--- config.mk ---
export PLATFORM = sky130hd
export DESIGN_NAME = voltage_to_ascii
export DESIGN_NICKNAME = d
export VERILOG_FILES = /design/src/rtl/voltage_disp_pkg.sv /design/src/rtl/bin2bcd_seq.sv /design/src/rtl/voltage_to_ascii.sv
export SDC_FILE = /design/constraint.sdc
export NUM_CORES = 1
export LEC_CHECK = 0
export CAP_MARGIN = 10
export CORE_ASPECT_RATIO = 0.6
export CORE_MARGIN = 5
export CORE_UTILIZATION = 50
export DETAILED_ROUTE_END_ITERATION = 12
export DONT_BUFFER_PORTS = 1
export MAX_ROUTING_LAYER = met4
export PLACE_DENSITY = 0.69
export SLEW_MARGIN = 10
export SYNTH_ARGS = -nofsm -noshare
export SYNTH_HDL_FRONTEND = slang
export SYNTH_SLANG_ARGS = --single-unit
--- constraint.sdc ---
create_clock -name clk -period 4.65 [get_ports clk]
set_input_delay 1.1625 -clock clk [delete_from_list [all_inputs] [get_ports clk]]
set_output_delay 1.1625 -clock clk [all_outputs]
set_load 0.02 [all_outputs]
--- src/rtl/voltage_disp_pkg.sv ---
// voltage_disp_pkg
// Shared constants and types for the XADC millivolt display path:
// ASCII code points, BCD sizing, the converter FSM state encoding,
// the packed 4-character word type and a digit-to-ASCII helper.
package voltage_disp_pkg;

  localparam logic [7:0] ASCII_ZERO  = 8'h30;
  localparam logic [7:0] ASCII_SPACE = 8'h20;
  localparam int         BCD_DIGITS  = 4;
  localparam int         CONV_ITERS  = 14;

  typedef enum logic [1:0] {
    S_IDLE  = 2'd0,
    S_SCALE = 2'd1,
    S_CONV  = 2'd2,
    S_DONE  = 2'd3
  } v2a_state_t;

  // [3] is the thousands character, [0] the units character.
  typedef logic [BCD_DIGITS-1:0][7:0] ascii_word_t;

  function automatic logic [7:0] digit_to_ascii(input logic [3:0] d);
    return ASCII_ZERO + {4'h0, d};
  endfunction

endpackage

--- src/rtl/bin2bcd_seq.sv ---
// bin2bcd_seq
// Iterative double-dabble binary-to-BCD converter, one bit per clock.
// Ports:
//   clk, rst_n  : clock, asynchronous active-low reset
//   i_start     : one-cycle load strobe; captures i_bin, clears BCD and counter
//   i_bin       : binary value to convert (BIN_W bits)
//   o_bcd       : BCD result, valid once o_done has been seen
//   o_done      : high during the final iteration cycle
module bin2bcd_seq
  import voltage_disp_pkg::*;
#(
  parameter int BIN_W = CONV_ITERS,
  parameter int BCD_W = 4 * BCD_DIGITS
) (
  input  logic             clk,
  input  logic             rst_n,
  input  logic             i_start,
  input  logic [BIN_W-1:0] i_bin,
  output logic [BCD_W-1:0] o_bcd,
  output logic             o_done
);

  localparam int CNT_W = $clog2(BIN_W);

  logic [BIN_W-1:0] r_bin;
  logic [BCD_W-1:0] r_bcd;
  logic [CNT_W-1:0] r_cnt;
  logic             r_active;
  logic [BCD_W-1:0] w_adj;

  // Add-3 correction on every nibble before the shift.
  always_comb begin
    w_adj = r_bcd;
    for (int i = 0; i < BCD_W / 4; i++) begin
      if (r_bcd[4*i +: 4] >= 4'd5) begin
        w_adj[4*i +: 4] = r_bcd[4*i +: 4] + 4'd3;
      end
    end
  end

  assign o_done = r_active && (r_cnt == CNT_W'(BIN_W - 1));
  assign o_bcd  = r_bcd;

  always_ff @(posedge clk or negedge rst_n) begin
    if (!rst_n) begin
      r_bin    <= '0;
      r_bcd    <= '0;
      r_cnt    <= '0;
      r_active <= 1'b0;
    end else if (i_start) begin
      r_bin    <= i_bin;
      r_bcd    <= '0;
      r_cnt    <= '0;
      r_active <= 1'b1;
    end else if (r_active) begin
      r_bcd <= {w_adj[BCD_W-2:0], r_bin[BIN_W-1]};
      r_bin <= {r_bin[BIN_W-2:0], 1'b0};
      r_cnt <= r_cnt + 1'b1;
      if (o_done) begin
        r_active <= 1'b0;
      end
    end
  end

endmodule

--- src/rtl/voltage_to_ascii.sv ---
// voltage_to_ascii
// Turns one raw XADC sample into a packed 4-character millivolt string
// tagged with its XADC channel. One conversion takes 17 clocks; strobes
// that arrive while busy are dropped.
// Optional build macro: VOLTAGE_TO_ASCII_BLANK_EN replaces leading zero
// digits (never the units digit) with spaces.
// Ports:
//   clk, rst_n    : clock, asynchronous active-low reset
//   adc_data      : raw XADC code, captured with adc_valid
//   adc_channel   : XADC channel address, captured with adc_data
//   adc_valid     : one-cycle sample strobe
//   busy          : conversion in progress
//   ascii_out     : packed characters, [31:24] thousands .. [7:0] units
//   ascii_channel : channel tag belonging to ascii_out
//   ascii_valid   : one-cycle pulse when ascii_out/ascii_channel update
//
// state | meaning
// IDLE  | waiting for adc_valid
// SCALE | raw code -> millivolts, converter loaded
// CONV  | double-dabble iterations running
// DONE  | ASCII word and tag registered, valid pulsed
module voltage_to_ascii
  import voltage_disp_pkg::*;
#(
  parameter int ADC_WIDTH     = 12,
  parameter int FULL_SCALE_MV = 1000,
  parameter int MV_WIDTH      = 14
) (
  input  logic                 clk,
  input  logic                 rst_n,
  input  logic [ADC_WIDTH-1:0] adc_data,
  input  logic [4:0]           adc_channel,
  input  logic                 adc_valid,
  output logic                 busy,
  output logic [31:0]          ascii_out,
  output logic [4:0]           ascii_channel,
  output logic                 ascii_valid
);

  localparam int PROD_W = 26;
  localparam logic [PROD_W-1:0] MV_MAX = PROD_W'(9999);

`ifdef VOLTAGE_TO_ASCII_BLANK_EN
  localparam ascii_word_t RESET_WORD = 32'h20202030;
`else
  localparam ascii_word_t RESET_WORD = 32'h30303030;
`endif

  generate
    if (FULL_SCALE_MV < 1 || FULL_SCALE_MV > 9999) begin : g_bad_fs
      $error("voltage_to_ascii: FULL_SCALE_MV must be in 1..9999");
    end
    if (MV_WIDTH < 14) begin : g_bad_mvw
      $error("voltage_to_ascii: MV_WIDTH must hold 9999");
    end
  endgenerate

  v2a_state_t r_state, w_state_nxt;

  logic [ADC_WIDTH-1:0]    r_raw;
  logic [4:0]              r_chan;
  ascii_word_t             r_ascii_out;
  logic [4:0]              r_ascii_channel;
  logic                    r_ascii_valid;

  logic [PROD_W-1:0]       w_prod;
  logic [PROD_W-1:0]       w_scaled;
  logic [MV_WIDTH-1:0]     w_mv;
  logic                    w_start;
  logic [4*BCD_DIGITS-1:0] w_bcd;
  logic                    w_bcd_done;
  ascii_word_t             w_word;

  // Floor of raw * FS / 2^ADC_WIDTH, clamped in case FS is near 9999.
  assign w_prod   = PROD_W'(r_raw) * PROD_W'(FULL_SCALE_MV);
  assign w_scaled = w_prod >> ADC_WIDTH;
  assign w_mv     = (w_scaled > MV_MAX) ? MV_WIDTH'(MV_MAX) : MV_WIDTH'(w_scaled);
  assign w_start  = (r_state == S_SCALE);

  bin2bcd_seq #(
    .BIN_W (MV_WIDTH),
    .BCD_W (4 * BCD_DIGITS)
  ) u_bin2bcd (
    .clk     (clk),
    .rst_n   (rst_n),
    .i_start (w_start),
    .i_bin   (w_mv),
    .o_bcd   (w_bcd),
    .o_done  (w_bcd_done)
  );

  always_comb begin
    for (int i = 0; i < BCD_DIGITS; i++) begin
      w_word[i] = digit_to_ascii(w_bcd[4*i +: 4]);
    end
`ifdef VOLTAGE_TO_ASCII_BLANK_EN
    // Blank from the top down while the higher digits are all zero.
    if (w_bcd[15:12] == 4'd0) w_word[3] = ASCII_SPACE;
    if (w_bcd[15:8]  == 8'd0) w_word[2] = ASCII_SPACE;
    if (w_bcd[15:4]  == 12'd0) w_word[1] = ASCII_SPACE;
`endif
  end

  always_ff @(posedge clk or negedge rst_n) begin
    if (!rst_n) r_state <= S_IDLE;
    else        r_state <= w_state_nxt;
  end

  always_comb begin
    w_state_nxt = r_state;
    case (r_state)
      S_IDLE:  if (adc_valid) w_state_nxt = S_SCALE;
      S_SCALE: w_state_nxt = S_CONV;
      S_CONV:  if (w_bcd_done) w_state_nxt = S_DONE;
      S_DONE:  w_state_nxt = S_IDLE;
      default: w_state_nxt = S_IDLE;
    endcase
  end

  always_ff @(posedge clk or negedge rst_n) begin
    if (!rst_n) begin
      r_raw           <= '0;
      r_chan          <= '0;
      r_ascii_out     <= RESET_WORD;
      r_ascii_channel <= '0;
      r_ascii_valid   <= 1'b0;
    end else begin
      r_ascii_valid <= (r_state == S_DONE);
      if (r_state == S_IDLE && adc_valid) begin
        r_raw  <= adc_data;
        r_chan <= adc_channel;
      end
      if (r_state == S_DONE) begin
        r_ascii_out     <= w_word;
        r_ascii_channel <= r_chan;
      end
    end
  end

  assign busy          = (r_state != S_IDLE);
  assign ascii_out     = r_ascii_out;
  assign ascii_channel = r_ascii_channel;
  assign ascii_valid   = r_ascii_valid;

endmodule

# [After elaboration in Yosys (flattened, before gate mapping)]
# Cells that the tools add are included.
[op_classes] add_sub_neg=9 multipliers=1 magnitude_cmp=5 eq_ne=6 n_mux=17 reduce_logical=6
[ops] operator="$mux W14" n=3
[ops] operator="$mux W16" n=2
[ops] operator="$add A6 B4 Y7 const A" n=4
[ops] operator="$mux W4" n=5
[ops] operator="$mul A12 B7 Y19 const B" n=1
[ops] operator="$ge A4 B3 Y1 const B" n=4
[ops] operator="$gt A10 B14 Y1 const B" n=1
[ops] operator="$add A4 B2 Y4 const B" n=3
[ops] operator="$pmux W2 S4" n=1
[ops] operator="$add A4 B1 Y4 const B" n=1
[ops] operator="$eq A2 B2 Y1 const B" n=2
[ops] operator="$eq A4 B4 Y1 const B" n=1
[ops] operator="$mux W2" n=2
[ops] operator="$reduce_bool A2 Y1" n=2
[ops] operator="$add A3 B2 Y3 const B" n=1
[ops] operator="$mux W1" n=3
[ops] operator="$mux W3" n=1
[ops] operator="$eq A2 B1 Y1 const B" n=1
[ops] operator="$logic_and A1 B1 Y1" n=2
[ops] operator="$logic_not A2 Y1" n=1
[ops] operator="$ne A2 B1 Y1 const B" n=1
[ops] operator="$ne A2 B2 Y1 const B" n=1
[ops] operator="$reduce_and A2 Y1" n=1
[word_totals] regBits=92 in_bits=20 out_inout_bits=39 wordCells=57

# [Logic depth before layout (Yosys ltp)]
[logic_depth] depth_word=5 mapped_depth=15 mapped_depth_nobuf=14

# [By module]
# From an unflattened synthesis, not the netlist that was laid out.
[hier_totals] cells_unflattened=544 area_unflattened_um2=5636.7
[modules_own_cells] module="voltage_to_ascii" n_inst=1 cells_each=345 area_per_inst_um2=3743.6 seq_area_each_um2=1026.0
[modules_own_cells] module="bin2bcd_seq" n_inst=1 cells_each=199 area_per_inst_um2=1893.1 seq_area_each_um2=875.8

# [Worst setup path after synthesis]
# Ideal clock, no wire load.
[synth_path] kind="register to register" start="register r_raw[2]" end="register u_bin2bcd.r_bin[4]" setup_ns=0.123 arrival_ns=3.964 required_ns=4.527 setup_slack_ns=0.563 path_stages_with_launch=14 n_path_buf=1 synth_period_minus_slack_ns=4.087 cell_sequence="dfrtp_1 inv_1 fa_1 fa_1 fa_1 fa_1 inv_1 ha_1 a21o_1 a31o_2 buf_6 or3_1 nor3_1 nor3_1"
[synth_between] elab_chain_len=4
[synth_lines] item="from (decl)" line="voltage_to_ascii.sv:60" source="logic [ADC_WIDTH-1:0] r_raw;"
[synth_lines] item="from (signal assigned)" line="voltage_to_ascii.sv:130" source="r_raw <= adc_data;"
[synth_lines] item="$mul A12 B7 Y19 *" line="voltage_to_ascii.sv:75" source="assign w_prod = PROD_W'(r_raw) * PROD_W'(FULL_SCALE_MV);"
[synth_lines] item="$gt A10 B14 Y1" line="voltage_to_ascii.sv:77" source="assign w_mv = (w_scaled > MV_MAX) ? MV_WIDTH'(MV_MAX) : MV_WIDTH'(w_scaled);"
[synth_lines] item="$mux W14 *" line="voltage_to_ascii.sv:77"
[synth_lines] item="$mux W14 *" line="bin2bcd_seq.sv:50" source="end else if (i_start) begin"
[synth_lines] item="to (signal assigned)" line="bin2bcd_seq.sv:51" source="r_bin <= i_bin;"
[synth_lines] item="to (signal assigned)" line="bin2bcd_seq.sv:57" source="r_bin <= {r_bin[BIN_W-2:0], 1'b0};"
[synth_lines] item="to (decl)" line="bin2bcd_seq.sv:25" source="logic [BIN_W-1:0] r_bin;"
# Mark *: on every way between the ends. The rest lies on a longest branch, timed or not.
# A chain may end at the register's enable or synchronous reset.

# [Worst setup path in the final report]
[layout_path] start="register r_raw[0]" end="register u_bin2bcd.r_bin[2]"
# The elaborated chain is that of the path after synthesis.

==> flow_metrics.env <==
export IMPL_core_um2=11200
export IMPL_hold_path_depth=1
export IMPL_path_delay_family="adder cells"
export IMPL_synth_area_leaders="dfrtp_1 33%, fa_1 13%, ha_1 13%, mux2_2 8.5%, inv_1 4.7%"
export IMPL_synth_edff_count=0
export IMPL_htree_num_levels=3
export IMPL_cts_root_buf="clkbuf_16"
export IMPL_hold_violations=0
export IMPL_io_pins=59
export IMPL_max_stage_delay_ns=0.55
export IMPL_clkTransAtPathRegs_ns=0.06
export IMPL_cts_repair_resize_count=0
export IMPL_clock_sinks=76
export IMPL_worst_hold_path_endpoint="ascii_channel[2]"
export IMPL_gr_total_overflow=0
export IMPL_final_antenna_net_count=0
export IMPL_syn2layout_area_growth_pct=6.44
export IMPL_final_cells=680
export IMPL_clock_path_buffers=2
export IMPL_worst_hold_startpoint="r_chan[2]"
export IMPL_cts_tree="yes"
export IMPL_cts_setup_buffers=0
export IMPL_drtPass1Iterations=4
export IMPL_place_inst=664
export IMPL_finClkSkew_ns=0.00724
export IMPL_startpoint_type="flop"
export IMPL_grt_pass1_vias=3860
export IMPL_die_w_um=148
export IMPL_fmax_mhz=228
export IMPL_drive_above_1_share_pct=12.5
export IMPL_yosys_cell_types_count=49
export IMPL_fin_area_um2=6060
export IMPL_synth_area_leader_cell="dfrtp_1"
export IMPL_synthFlopType="dfrtp_1"
export IMPL_place_congestion=0.857
export IMPL_placed_area_um2=5720
export IMPL_grtUsageTotal_pct=17.8
export IMPL_worstPathCellList="fa_1, fa_1, inv_1, fa_1, fa_1, inv_1, ha_1, a21oi_1, nand2_1, o211a_4, or3_1, a31o_1"
export IMPL_routed_via_density=5.52
export IMPL_r2r_end="u_bin2bcd.r_bin[2]"
export IMPL_seq_area_frac_synth_pct=33.4
export IMPL_antenna_found_initial=0
export IMPL_cts_hold_buf=0
export IMPL_yosys_warnings=0
export IMPL_tns_ns=0
export IMPL_clk_latency_ns=0.34
export IMPL_grt_pass1_wl_mm=19.3
export IMPL_numCtsBuffers=9
export IMPL_antenna_cells=0
export IMPL_worstPathMaxFanout=9
export IMPL_syn_instance_count=541
export IMPL_wl_per_cell_um=16.0
export IMPL_endpoint_kind="flop"
export IMPL_rr_worst_depth=12
export IMPL_async_flop_share_pct=100
export IMPL_placementRows=30
export IMPL_fillers=942
export IMPL_critPathBufInv=2
export IMPL_timing_critical_path_mode_cell="fa_1"
export IMPL_maxCapViolCount=0
export IMPL_netlist_area_leader_share_pct=33.4
export IMPL_worst_pin_slew_ns=1.04
export IMPL_drt_iter0_drc=403
export IMPL_routed_wl_mm=10.9
export IMPL_min_period_ns=4.38
export IMPL_rsz0062_at_grt="false"
export IMPL_setup_violations=0
export IMPL_syn_area_per_cell_um2=10.5
export IMPL_io_buffers=0
export IMPL_ys_ff_latch=76
export IMPL_synth_commonest_cells="76 x dfrtp_1, 72 x inv_1, 58 x ha_1, 43 x mux2_2, 37 x fa_1"
export IMPL_start_util_pct=50.7
export IMPL_cp_required_ns=4.88
export IMPL_dp_hpwl_mm=8.12
export IMPL_slowest_stage="fa_1"
export IMPL_syn_area_um2=5690
export IMPL_outcome="finished, final reports clean"
export IMPL_grt_max_degree=77
export IMPL_drv_slew=0
export IMPL_fin_crit_sh_pct=94.2
export IMPL_drc=0
export IMPL_arrival_ns=4.61
export IMPL_die_area_um2=13700
export IMPL_crit_type="flop to flop"
export IMPL_vias=3755
export IMPL_synth_most_common_cell="dfrtp_1"
export IMPL_layout_nets=646
export IMPL_r2r_setup_slack_ns=0.27
export IMPL_r2r_start="r_raw[0]"
export IMPL_die_y_um=92.7
export IMPL_relSlewSlack_pct=30.6
export IMPL_hold_class="flop to flop"
## cells in the final DEF (no fill, tap or decap), drive strengths merged, types with 2 or more instances in the layout
master | netlist | final
mux2 | 43 | 43
a21oi | 25 | 25
conb | 2 | 16
o221ai | 4 | 4
ha | 58 | 58
nor3 | 14 | 14
mux2i | 15 | 15
or3 | 5 | 5
nor3b | 2 | 2
and3 | 2 | 2
o211ai | 5 | 5
a211oi | 4 | 4
nand2b | 14 | 14
xnor2 | 10 | 10
bufinv | 0 | 3
nor4 | 3 | 3
nand2 | 24 | 24
a31o | 3 | 3
fa | 37 | 37
nand4 | 4 | 4
clkbuf | 11 | 10
xor2 | 2 | 2
a21o | 6 | 6
nand3 | 23 | 23
dfrtp | 76 | 76
nor2 | 20 | 20
inv | 72 | 73
o21ai | 16 | 16
o31ai | 2 | 2
## how the worst max path moves through the flow
stage	startpoint	to	depth (start not counted)
2_1_floorplan	r_raw[2]	u_bin2bcd.r_bin[4]	13
3_3_place_gp	r_raw[0]	u_bin2bcd.r_bin[2]	12
3_5_place_dp	r_raw[0]	u_bin2bcd.r_bin[2]	12
4_1_cts	r_raw[0]	u_bin2bcd.r_bin[2]	12
5_1_grt	r_raw[2]	u_bin2bcd.r_bin[2]	12
6_report	r_raw[0]	u_bin2bcd.r_bin[2]	12
## layer usage
metal	GRT usage (%)	up-vias	share of wire (%)
met3	4.69	11	6.5
met5	-	-	0
met2	24.9	100	43
met1	26.2	1871	50
li1	-	1773	-
met4	3.80	0	0.95
## flip-flops by register name (all words and copies together), names as in the netlist
register / count
u_bin2bcd.o_bcd: 16
r_raw: 12
ascii_valid: 1
r_state: 2
ascii_out: 16
r_chan: 5
u_bin2bcd.r_active: 1
u_bin2bcd.r_cnt: 4
u_bin2bcd.r_bin: 14
ascii_channel: 5
## stage by stage
step	hold WS (ns)	worst slack [ns]	util [%]
after CTS	0.501	0.278	54.0
after global routing	0.500	0.0305	54.0
final	0.501	0.269	54.0
after floorplan	0.474	0.563	-
after detailed placement	0.489	0.291	51.0
after global placement	0.483	0.257	51.0
## area by class of cell
cell class	count	area (um^2)	share of cell area, %
timing repair buffer	1	7.51	0.124
tap	144	180	2.97
sequential	76	1900	31.4
inverter	72	270	4.46
clock buffer	10	229	3.78
multi-input combinational	371	3360	55.4
clock inverter	6	111	1.84
## logic make-up (layout without fill, tap and decap cells)
kind of cell | Yosys count | count (layout) | synth area share [%]
DFF | 76 | 76 | 33.4
buffers and inverters | 108 | 89 | 8.53
AOI/OAI and AO/OA | 75 | 75 | 9.05
muxes | 58 | 58 | 11.1
xor gates and xnor gates | 12 | 12 | 1.85
adders and majority gates | 95 | 95 | 25.8
and+or+nand+nor | 115 | 115 | 10.2
other | 2 | 16 | 0.132
Power is not shown: default switching activity piles up to over one toggle a cycle in this logic, so the estimate is an artifact.
